## config.mk

```make
export PLATFORM = sky130hd
export DESIGN_NAME = riscv_mc_sequencer
export DESIGN_NICKNAME = d
export VERILOG_FILES = /design/src/rtl/riscv_mc_sequencer.sv
export SDC_FILE = /design/constraint.sdc
export NUM_CORES = 1
export LEC_CHECK = 0
export ABC_CLOCK_PERIOD_IN_PS = 6450
export CAP_MARGIN = 10
export CORE_ASPECT_RATIO = 2
export CORE_MARGIN = 2
export CORE_UTILIZATION = 40
export DETAILED_ROUTE_END_ITERATION = 10
export PLACE_DENSITY_LB_ADDON = 0.1
export SETUP_SLACK_MARGIN = 0.2
export SKIP_LAST_GASP = 1
export SLEW_MARGIN = 20
export SYNTH_ARGS = -nofsm -noshare
export SYNTH_HDL_FRONTEND = slang
export SYNTH_SLANG_ARGS = --single-unit
```

## constraint.sdc

```tcl
create_clock -name clk -period 6.45 [get_ports clk]
set_input_delay 0.645 -clock clk [delete_from_list [all_inputs] [get_ports clk]]
set_output_delay 0.645 -clock clk [all_outputs]
set_load 0.01 [all_outputs]
```

## src/rtl/riscv_mc_sequencer.sv

```systemverilog
// Multi-cycle control sequencer for the RISC-V core: drives the datapath control bundle from the
// fetched opcode, with a memory handshake timeout, single-step mode, HALT/FAULT and a retire counter.
module riscv_mc_sequencer #(
  parameter int unsigned TIMEOUT = 15,
  parameter int unsigned CNT_W   = 32,
  parameter bit          IALU_EN = 1'b1
) (
  input  logic             clk,
  input  logic             reset,
  input  logic             power,
  input  logic             run,
  input  logic             step_mode,
  input  logic [6:0]       opcode,
  input  logic             mem_ready,
  output logic             mem_req,
  output logic             alusrc,
  output logic             mem2reg,
  output logic             regwrite,
  output logic             memread,
  output logic             memwrite,
  output logic             branch,
  output logic             writepc,
  output logic             startpc,
  output logic [1:0]       aluop,
  output logic             busy,
  output logic             halted,
  output logic             fault,
  output logic [CNT_W-1:0] retire_count
);

  localparam logic [3:0] S_OFF    = 4'd0;
  localparam logic [3:0] S_IDLE   = 4'd1;
  localparam logic [3:0] S_FETCH  = 4'd2;
  localparam logic [3:0] S_DECODE = 4'd3;
  localparam logic [3:0] S_EXEC   = 4'd4;
  localparam logic [3:0] S_MEM    = 4'd5;
  localparam logic [3:0] S_WB     = 4'd6;
  localparam logic [3:0] S_HALT   = 4'd7;
  localparam logic [3:0] S_FAULT  = 4'd8;

  localparam logic [2:0] C_R   = 3'd0;
  localparam logic [2:0] C_I   = 3'd1;
  localparam logic [2:0] C_LD  = 3'd2;
  localparam logic [2:0] C_ST  = 3'd3;
  localparam logic [2:0] C_BR  = 3'd4;
  localparam logic [2:0] C_SYS = 3'd5;
  localparam logic [2:0] C_ILL = 3'd6;

  localparam logic [7:0]       TIMEOUT_V = 8'(TIMEOUT);
  localparam logic [CNT_W-1:0] ONE_CNT   = CNT_W'(1);

  function automatic logic [2:0] classify(input logic [6:0] op);
    case (op)
      7'b0110011: classify = C_R;
      7'b0010011: classify = IALU_EN ? C_I : C_ILL;
      7'b0000011: classify = C_LD;
      7'b0100011: classify = C_ST;
      7'b1100011: classify = C_BR;
      7'b1110011: classify = C_SYS;
      default:    classify = C_ILL;
    endcase
  endfunction

  // Control bundle order: mem_req alusrc mem2reg regwrite memread memwrite branch writepc startpc aluop[1:0] busy halted fault
  function automatic logic [13:0] decode_ctl(input logic [3:0] st, input logic [2:0] cls, input logic first);
    logic       mreq, asrc, m2r, rw, mrd, mwr, br, wpc, spc, bsy, hlt, flt;
    logic [1:0] aop;
    {mreq, asrc, m2r, rw, mrd, mwr, br, wpc, spc, bsy, hlt, flt} = 12'd0;
    aop = 2'b00;
    case (st)
      S_FETCH: begin
        mreq = 1'b1;
        mrd  = 1'b1;
        spc  = first;
        bsy  = 1'b1;
      end
      S_DECODE: bsy = 1'b1;
      S_EXEC, S_MEM, S_WB: begin
        bsy = 1'b1;
        case (cls)
          C_R:        aop = 2'b10;
          C_I:        begin aop = 2'b10; asrc = 1'b1; end
          C_LD, C_ST: begin aop = 2'b00; asrc = 1'b1; end
          C_BR:       aop = 2'b01;
          default:    aop = 2'b00;
        endcase
        if (st == S_MEM) begin
          mreq = 1'b1;
          mrd  = (cls == C_LD);
          mwr  = (cls == C_ST);
        end else if (st == S_WB) begin
          wpc = 1'b1;
          rw  = (cls == C_R) || (cls == C_I) || (cls == C_LD);
          m2r = (cls == C_LD);
          br  = (cls == C_BR);
        end else begin
          mreq = 1'b0;
        end
      end
      S_HALT:  hlt = 1'b1;
      S_FAULT: flt = 1'b1;
      default: bsy = 1'b0;
    endcase
    return {mreq, asrc, m2r, rw, mrd, mwr, br, wpc, spc, aop, bsy, hlt, flt};
  endfunction

  logic [3:0]       state_r, state_s;
  logic [6:0]       op_r, op_s;
  logic             first_r, first_s;
  logic [7:0]       wait_cnt_r, wait_cnt_s;
  logic             wait_inc_s;
  logic             run_r;
  logic [2:0]       cls_s;
  logic [13:0]      ctl_r, ctl_s;
  logic [CNT_W-1:0] retire_r;

  // Next-state, handshake counter and next control bundle
  always_comb begin
    state_s    = state_r;
    op_s       = op_r;
    wait_inc_s = 1'b0;
    cls_s      = classify(op_r);
    if (!power) begin
      state_s = S_OFF;
    end else begin
      case (state_r)
        S_OFF:  state_s = S_IDLE;
        S_IDLE: begin
          if (step_mode ? (run && !run_r) : run) state_s = S_FETCH;
          else                                   state_s = S_IDLE;
        end
        S_FETCH: begin
          if (mem_ready) begin
            op_s    = opcode;
            state_s = S_DECODE;
          end else if (wait_cnt_r >= TIMEOUT_V) begin
            state_s = S_FAULT;
          end else begin
            wait_inc_s = 1'b1;
          end
        end
        S_DECODE: begin
          case (cls_s)
            C_SYS:   state_s = S_HALT;
            C_ILL:   state_s = S_FAULT;
            default: state_s = S_EXEC;
          endcase
        end
        S_EXEC: begin
          if ((cls_s == C_LD) || (cls_s == C_ST)) state_s = S_MEM;
          else                                    state_s = S_WB;
        end
        S_MEM: begin
          if (mem_ready)                      state_s = S_WB;
          else if (wait_cnt_r >= TIMEOUT_V)   state_s = S_FAULT;
          else                                wait_inc_s = 1'b1;
        end
        S_WB: begin
          if (run && !step_mode) state_s = S_FETCH;
          else                   state_s = S_IDLE;
        end
        S_HALT:  state_s = S_HALT;
        S_FAULT: state_s = S_FAULT;
        default: state_s = S_FAULT;
      endcase
    end

    if (state_s != state_r) wait_cnt_s = 8'd0;
    else if (wait_inc_s)    wait_cnt_s = wait_cnt_r + 8'd1;
    else                    wait_cnt_s = wait_cnt_r;

    // startpc marks only the first fetch after power-up
    if (state_s == S_OFF)                               first_s = 1'b1;
    else if ((state_r == S_FETCH) && (state_s != S_FETCH)) first_s = 1'b0;
    else                                                first_s = first_r;

    ctl_s = decode_ctl(state_s, classify(op_s), first_s);
  end

  // Sequencer registers, registered control bundle and retire counter
  always_ff @(posedge clk or negedge reset) begin
    if (!reset) begin
      state_r    <= S_OFF;
      op_r       <= 7'd0;
      first_r    <= 1'b1;
      wait_cnt_r <= 8'd0;
      run_r      <= 1'b0;
      ctl_r      <= 14'd0;
      retire_r   <= '0;
    end else begin
      state_r    <= state_s;
      op_r       <= op_s;
      first_r    <= first_s;
      wait_cnt_r <= wait_cnt_s;
      run_r      <= run;
      ctl_r      <= ctl_s;
      if (state_r == S_WB) retire_r <= retire_r + ONE_CNT;
      else                 retire_r <= retire_r;
    end
  end

  assign mem_req      = ctl_r[13];
  assign alusrc       = ctl_r[12];
  assign mem2reg      = ctl_r[11];
  assign regwrite     = ctl_r[10];
  assign memread      = ctl_r[9];
  assign memwrite     = ctl_r[8];
  assign branch       = ctl_r[7];
  assign writepc      = ctl_r[6];
  assign startpc      = ctl_r[5];
  assign aluop        = ctl_r[4:3];
  assign busy         = ctl_r[2];
  assign halted       = ctl_r[1];
  assign fault        = ctl_r[0];
  assign retire_count = retire_r;

endmodule

```

=== Word level (Yosys, flattened, before mapping) ===
Index checks and enable logic that the tools add are counted.

* Word-level logic and storage cells: 112
* Output and inout bits: 46
* Latch bits: 0
* Memory bits (read-only): 0
* Input bits: 13
* Memories kept: 0
* Flip-flop bits (word level): 67
* Memory bits (writable): 0

* Shift-type cells: 0
* Eq/ne operators: 36
* Divide/modulo/power cells: 0
* Bitwise operators: 0
* Magnitude comparators: 1
* Reduce and logical (&&, ||, !) cells: 17
* Add/subtract/negate cells: 2
* Multiplexer cells: 49
* $mul: 0

{| class="wikitable"
|+ Operators with widths
! cell !! count
|-
| case mux 3 bit (6 select lines) || 2
|-
| adder 32 x 1 -> 32 bit, second input constant || 1
|-
| == test 4 x 3 -> 1 bit, second input constant || 8
|-
| case mux 4 bit (8 select lines) || 1
|-
| 2-to-1 mux 1 bit || 29
|-
| == test 7 x 6 -> 1 bit, second input constant || 4
|-
| == test 7 bit, second input constant || 4
|-
| 2-to-1 mux 7 bit || 3
|-
| == test 4 x 2 -> 1 bit, second input constant || 4
|-
| 2-to-1 mux 4 bit || 4
|-
| 2-to-1 mux 8 bit || 2
|-
| == test 7 x 2 -> 1 bit, second input constant || 2
|-
| == test 7 x 5 -> 1 bit, second input constant || 2
|-
| == test 3 x 2 -> 1 bit, second input constant || 4
|-
| == test 3 bit, second input constant || 3
|-
| adder 8 x 1 -> 8 bit, second input constant || 1
|-
| >= comparator 8 x 4 -> 1 bit, second input constant || 1
|-
| logical NOT 4 bit || 2
|-
| 2-to-1 mux 2 bit || 4
|-
| case mux 4 bit (2 select lines) || 1
|-
| OR reduction 3 bit || 2
|-
| OR reduction 5 bit || 1
|-
| == test 4 x 1 -> 1 bit, second input constant || 1
|-
| == test 4 bit, second input constant || 1
|-
| other kinds (11) || 18
|}

=== Depth between registers and ports, before layout ===
* Depth in word-level cells: 12
* Depth in mapped cells: 8
* Mapped depth without buffers: 7

=== Worst setup path after synthesis ===
No wires, ideal clock.

* Kind: input-to-reg
* Start: input port mem_ready
* End: register ctl_r[9]
* Arrival time: 2.080 ns
* Cell stages on the path: 6
* Data required time: 6.373 ns
* Setup time: 0.077 ns
* Buffers on the path: 0
* Setup slack: 4.293 ns
* Path through: or3b_1 > a211o_1 > o21ai_2 > nor3_2 > or4_1 > a21oi_1

* Word-level cells in the longest chain between the ends: 8
* Elaborated cells between the ends (all ways): 22
* Classes of those cells: eq/ne (11); mux (10); reduce/logical (1)

{| class="wikitable"
|+ RTL lines
! what !! line !! RTL
|-
| start, declared || 14 || <nowiki>input logic mem_ready,</nowiki>
|-
| 2-to-1 mux 7 bit || 133 || <nowiki>if (mem_ready) begin</nowiki>
|-
| 2-to-1 mux 7 bit || 126 || <nowiki>case (state_r)</nowiki>
|-
| 2-to-1 mux 7 bit || 123 || <nowiki>if (!power) begin</nowiki>
|-
| == test 7 bit (tied with other cells) || 53 || <nowiki>case (op)</nowiki>
|-
| case mux 3 bit (6 select lines) || 53 ||
|-
| == test 3 x 2 -> 1 bit || 89 || <nowiki>mrd = (cls == C_LD);</nowiki>
|-
| 2-to-1 mux 1 bit || 87 || <nowiki>if (st == S_MEM) begin</nowiki>
|-
| case mux 1 bit (2 select lines) * || 70 || <nowiki>case (st)</nowiki>
|-
| via ctl_s[9] || 114 || <nowiki>logic [13:0] ctl_r, ctl_s;</nowiki>
|-
| end signal, assigned || 196 || <nowiki>ctl_r <= ctl_s;</nowiki>
|-
| end, declared || 114 ||
|}

The timed path passes the listed nets; every way through them passes the cells marked *.
A chain may end at the register's enable or synchronous reset.

=== Worst setup path after layout ===
* Start: input port mem_ready
* End: register wait_cnt_r[2]

* Word-level cells in the longest chain between the ends: 5
* Elaborated cells between the ends (all ways): 10
* Classes of those cells: eq/ne (1); mux (8); reduce/logical (1)

{| class="wikitable"
|+ RTL lines
! what !! line !! RTL
|-
| 2-to-1 mux 4 bit (on tied branches) || 154, 133 ||
|-
| case mux 4 bit (8 select lines) || 126 ||
|-
| 2-to-1 mux 4 bit || 123 ||
|-
| != test 4 bit || 168 || <nowiki>if (state_s != state_r) wait_cnt_s = 8'd0;</nowiki>
|-
| 2-to-1 mux 8 bit or nonzero test 2 bit (tied branches) || n/a ||
|-
| end signal, assigned || 194 || <nowiki>wait_cnt_r <= wait_cnt_s;</nowiki>
|-
| end, declared || 110 || <nowiki>logic [7:0] wait_cnt_r, wait_cnt_s;</nowiki>
|}

Parallel ways exist; a longest one is shown, timed or not.

==> results.json <==
{
  "syn_area_um2": 3270,
  "crit_chain": "clkdlybuf4s50_1 > or3b_1 > a211o_1 > o21ai_2 > nor3_2 > o2bb2ai_1 > nor3_1",
  "drv_cap": 0,
  "clk_latency_ns": 0.33,
  "hold_end": "retire_count[31]$_DFFE_PN0P_",
  "crit_arrival_ns": 2.82,
  "num_rows": 46,
  "wl_um": 7050,
  "hold_viol": 0,
  "cts_resized": 0,
  "nFillCells": 752,
  "critPathKind": "in -> reg",
  "worstPathRequired_ns": 6.63,
  "dieArea_um2": 8960,
  "grt-ovfl-total": 0,
  "yosysWarnings": 0,
  "ir_worst_vdd_mv": 0.189,
  "dr.first_iter.drc_count": 149,
  "grt_usage": 0.173,
  "critPathTopFamily": "compound AO/OA/AOI/OAI gates",
  "p_total_mw": 1.17,
  "tns_ns": 0,
  "dp.cells": 444,
  "clk_path_buf_depth": 2,
  "regToRegEndpoint": "ctl_r[2]$_DFF_PN0_",
  "die_h_um": 132,
  "hp-class": "reg -> reg",
  "fmax_mhz": 379,
  "cts_setup_buffers": 0,
  "setup_violations": 0,
  "reg2reg_depth": 6,
  "cts_buffers": 9,
  "synth_nets": 314,
  "synth_area_per_cell_um2": 10.9,
  "design_area_um2": 4230,
  "pwr_density_cell_nw_per_um2": 277,
  "ys_types": 62,
  "worst_pin_slew_ns": 0.838,
  "dp_hpwl_um": 5240,
  "synth_edf_count": 0,
  "crit_path_top_delay_cell": "clkdlybuf4s50_1",
  "nets": 374,
  "start_util": 0.412,
  "firstDrtPassIters": 4,
  "drt-wirelength-per-cell_um": 15.3,
  "die_w_um": 67.9,
  "drive_above_1_share": 0.113,
  "synth-seq-area-share": 0.513,
  "num_antenna_cells": 0,
  "r2r-start": "state_r[1]$_DFF_PN0_",
  "yosysTopAreaCell": "dfrtp_1",
  "rsz0062_at_grt": "false",
  "cts_tree": "yes",
  "drv_slew": 0,
  "io_buffer_count": 58,
  "maxSlewHeadroom": 0.441,
  "final_cells": 460,
  "status": "completed",
  "hp-start": "retire_count[31]$_DFFE_PN0P_",
  "min_period_ns": 2.64,
  "grt_first_pass_wirelength_um": 11600,
  "syn_to_final_growth_pct": 29.5,
  "antenna_left": 0,
  "crit_fanout": 8,
  "grt_pass1_vias": 2455,
  "synth_top_cell_area_share": 0.505,
  "io_pins": 59,
  "core_um2": 7940,
  "netlist_top_cells_area": "dfrtp_1, xnor2_1, nand2_1",
  "h-tree-depth": 3,
  "vias": 2459,
  "clk_transition_reported_paths_ns": 0.05,
  "ff2ff_setup_slack_ns": 3.93,
  "end_kind": "flop",
  "synth-seq-cells": 67,
  "postSynth.asyncResetShare": 1.00,
  "grt_max_degree": 68,
  "path_buf_inv": 1,
  "start_kind": "input pin",
  "drt-vias-per-instance": 5.35,
  "finClkSkew_ns": 0.00487,
  "slowest_delay_ns": 0.58,
  "leakagePower_nw": 1.83,
  "cts_sinks": 67,
  "min_path_cells": 1,
  "period_share": 0.409,
  "postPlaceCellArea_um2": 3890,
  "ctsRootBufferMaster": "clkbuf_16",
  "route.detailed.drc": 0,
  "synthFlopType": "dfrtp_1",
  "gp_congestion": 0.797,
  "ctsHoldBuffers": 0,
  "synthCells": 299,
  "antenna_found_initial": 0
}
state kept, by name, indices dropped and copies added, names as in the netlist:
| name | count |
|---|---|
| first_r | 1 |
| ctl_r | 14 |
| retire_count | 32 |
| wait_cnt_r | 8 |
| state_r | 4 |
| op_r | 7 |
| run_r | 1 |
worst register-to-register path, cell delays in order (launching register included):
cell and delay (ns):
dfrtp_1 0.61, nor4bb_2 0.54, nand4_1 0.20, o221ai_1 0.25
or2_1 0.32, nor3b_2 0.35, a21oi_1 0.12
how the worst max path moves through the flow:
stage                   start                   endpoint  slack (ns)  cells after the start
finish              mem_ready  wait_cnt_r[2]$_DFFE_PN0P_        3.81                      7
global route        mem_ready  wait_cnt_r[2]$_DFFE_PN0P_        3.64                      7
CTS                 mem_ready  wait_cnt_r[2]$_DFFE_PN0P_        3.78                      7
detailed placement  mem_ready  wait_cnt_r[2]$_DFFE_PN0P_        3.43                      7
global placement    mem_ready  wait_cnt_r[1]$_DFFE_PN0P_        3.50                      7
floorplan           mem_ready         ctl_r[9]$_DFF_PN0_        4.29                      6
area by class of cell:
cell class / count / area [um2] / share of cell area
Clock buffer: 9 / 225 / 0.0532
Clock inverter: 7 / 116 / 0.0275
Inverter: 12 / 45.0 / 0.0106
Multi-Input combinational cell: 210 / 1470 / 0.346
Sequential cell: 67 / 1680 / 0.396
Tap cell: 96 / 120 / 0.0284
Timing Repair Buffer: 59 / 583 / 0.138
where the power goes:
group          switching, mW  internal (mW)  total (mW)
combinational         0.0694         0.0601       0.130
sequential            0.0342          0.448       0.482
clock                  0.184          0.376       0.560
total                  0.287          0.884        1.17
stage by stage:
step | hold WS [ns] | setup WS (ns) | util
final | 0.467 | 3.81 | 0.533
after global routing | 0.502 | 3.64 | 0.533
after CTS | 0.472 | 3.78 | 0.533
after detailed placement | 0.461 | 3.43 | 0.490
after global placement | 0.454 | 3.50 | 0.490
after floorplan | 0.349 | 4.29 | -
cells in the mapped netlist, drive strengths merged, types with 3 or more instances:
| cell type | instances |
|---|---|
| and4 | 3 |
| o21ai | 6 |
| xnor2 | 25 |
| nor2 | 18 |
| dfrtp | 66 |
| xor2 | 9 |
| nor4 | 4 |
| mux2i | 5 |
| nor3 | 15 |
| nand2 | 29 |
| a21oi | 5 |
| nand2b | 4 |
| and2 | 5 |
| inv | 12 |
| nor3b | 4 |
| nand3 | 16 |
| mux2 | 5 |
| buf | 8 |
| nand4 | 10 |
| and3 | 6 |
per-layer routing:
| layer | vias to the layer above | global-route usage | wire length (um) |
|---|---|---|---|
| met3 | 19 | 0.0367 | 209 |
| met2 | 50 | 0.311 | 4030 |
| met4 | 0 | 0.0978 | 261 |
| li1 | 1180 | - | - |
| met1 | 1210 | 0.171 | 2550 |
| met5 | - | 0 | 0 |
cells by family after synthesis:
kind of cell	count (synthesis)	share of synthesized area
simple gates	134	0.246
flops	67	0.513
xor+xnor	34	0.0911
compound gates	30	0.0708
buf+inv	22	0.0386
mux	10	0.0325
fa+ha+maj	2	0.00765
layout by cell type (no fill, tap or decap), types with 3 or more instances in the layout:
cell type        Yosys  routed
bufinv_16            0       3
mux2_2               5       5
dfrtp_1             66      66
xor2_1               9       9
nor3_1              13      13
nand2b_1             4       4
clkdlybuf4s50_1      0      57
and4_1               3       3
inv_1               12      12
nor3b_1              3       3
nor4_1               3       3
and2_1               3       3
nor2_1              17      17
and3_1               6       6
a21oi_1              5       5
clkbuf_16            0       9
mux2i_1              5       5
xnor2_1             25      25
nand4_1             10      10
o21ai_0              5       5
nand3_1             16      16
nand2_1             29      29
(Power assumes the default switching activity.)
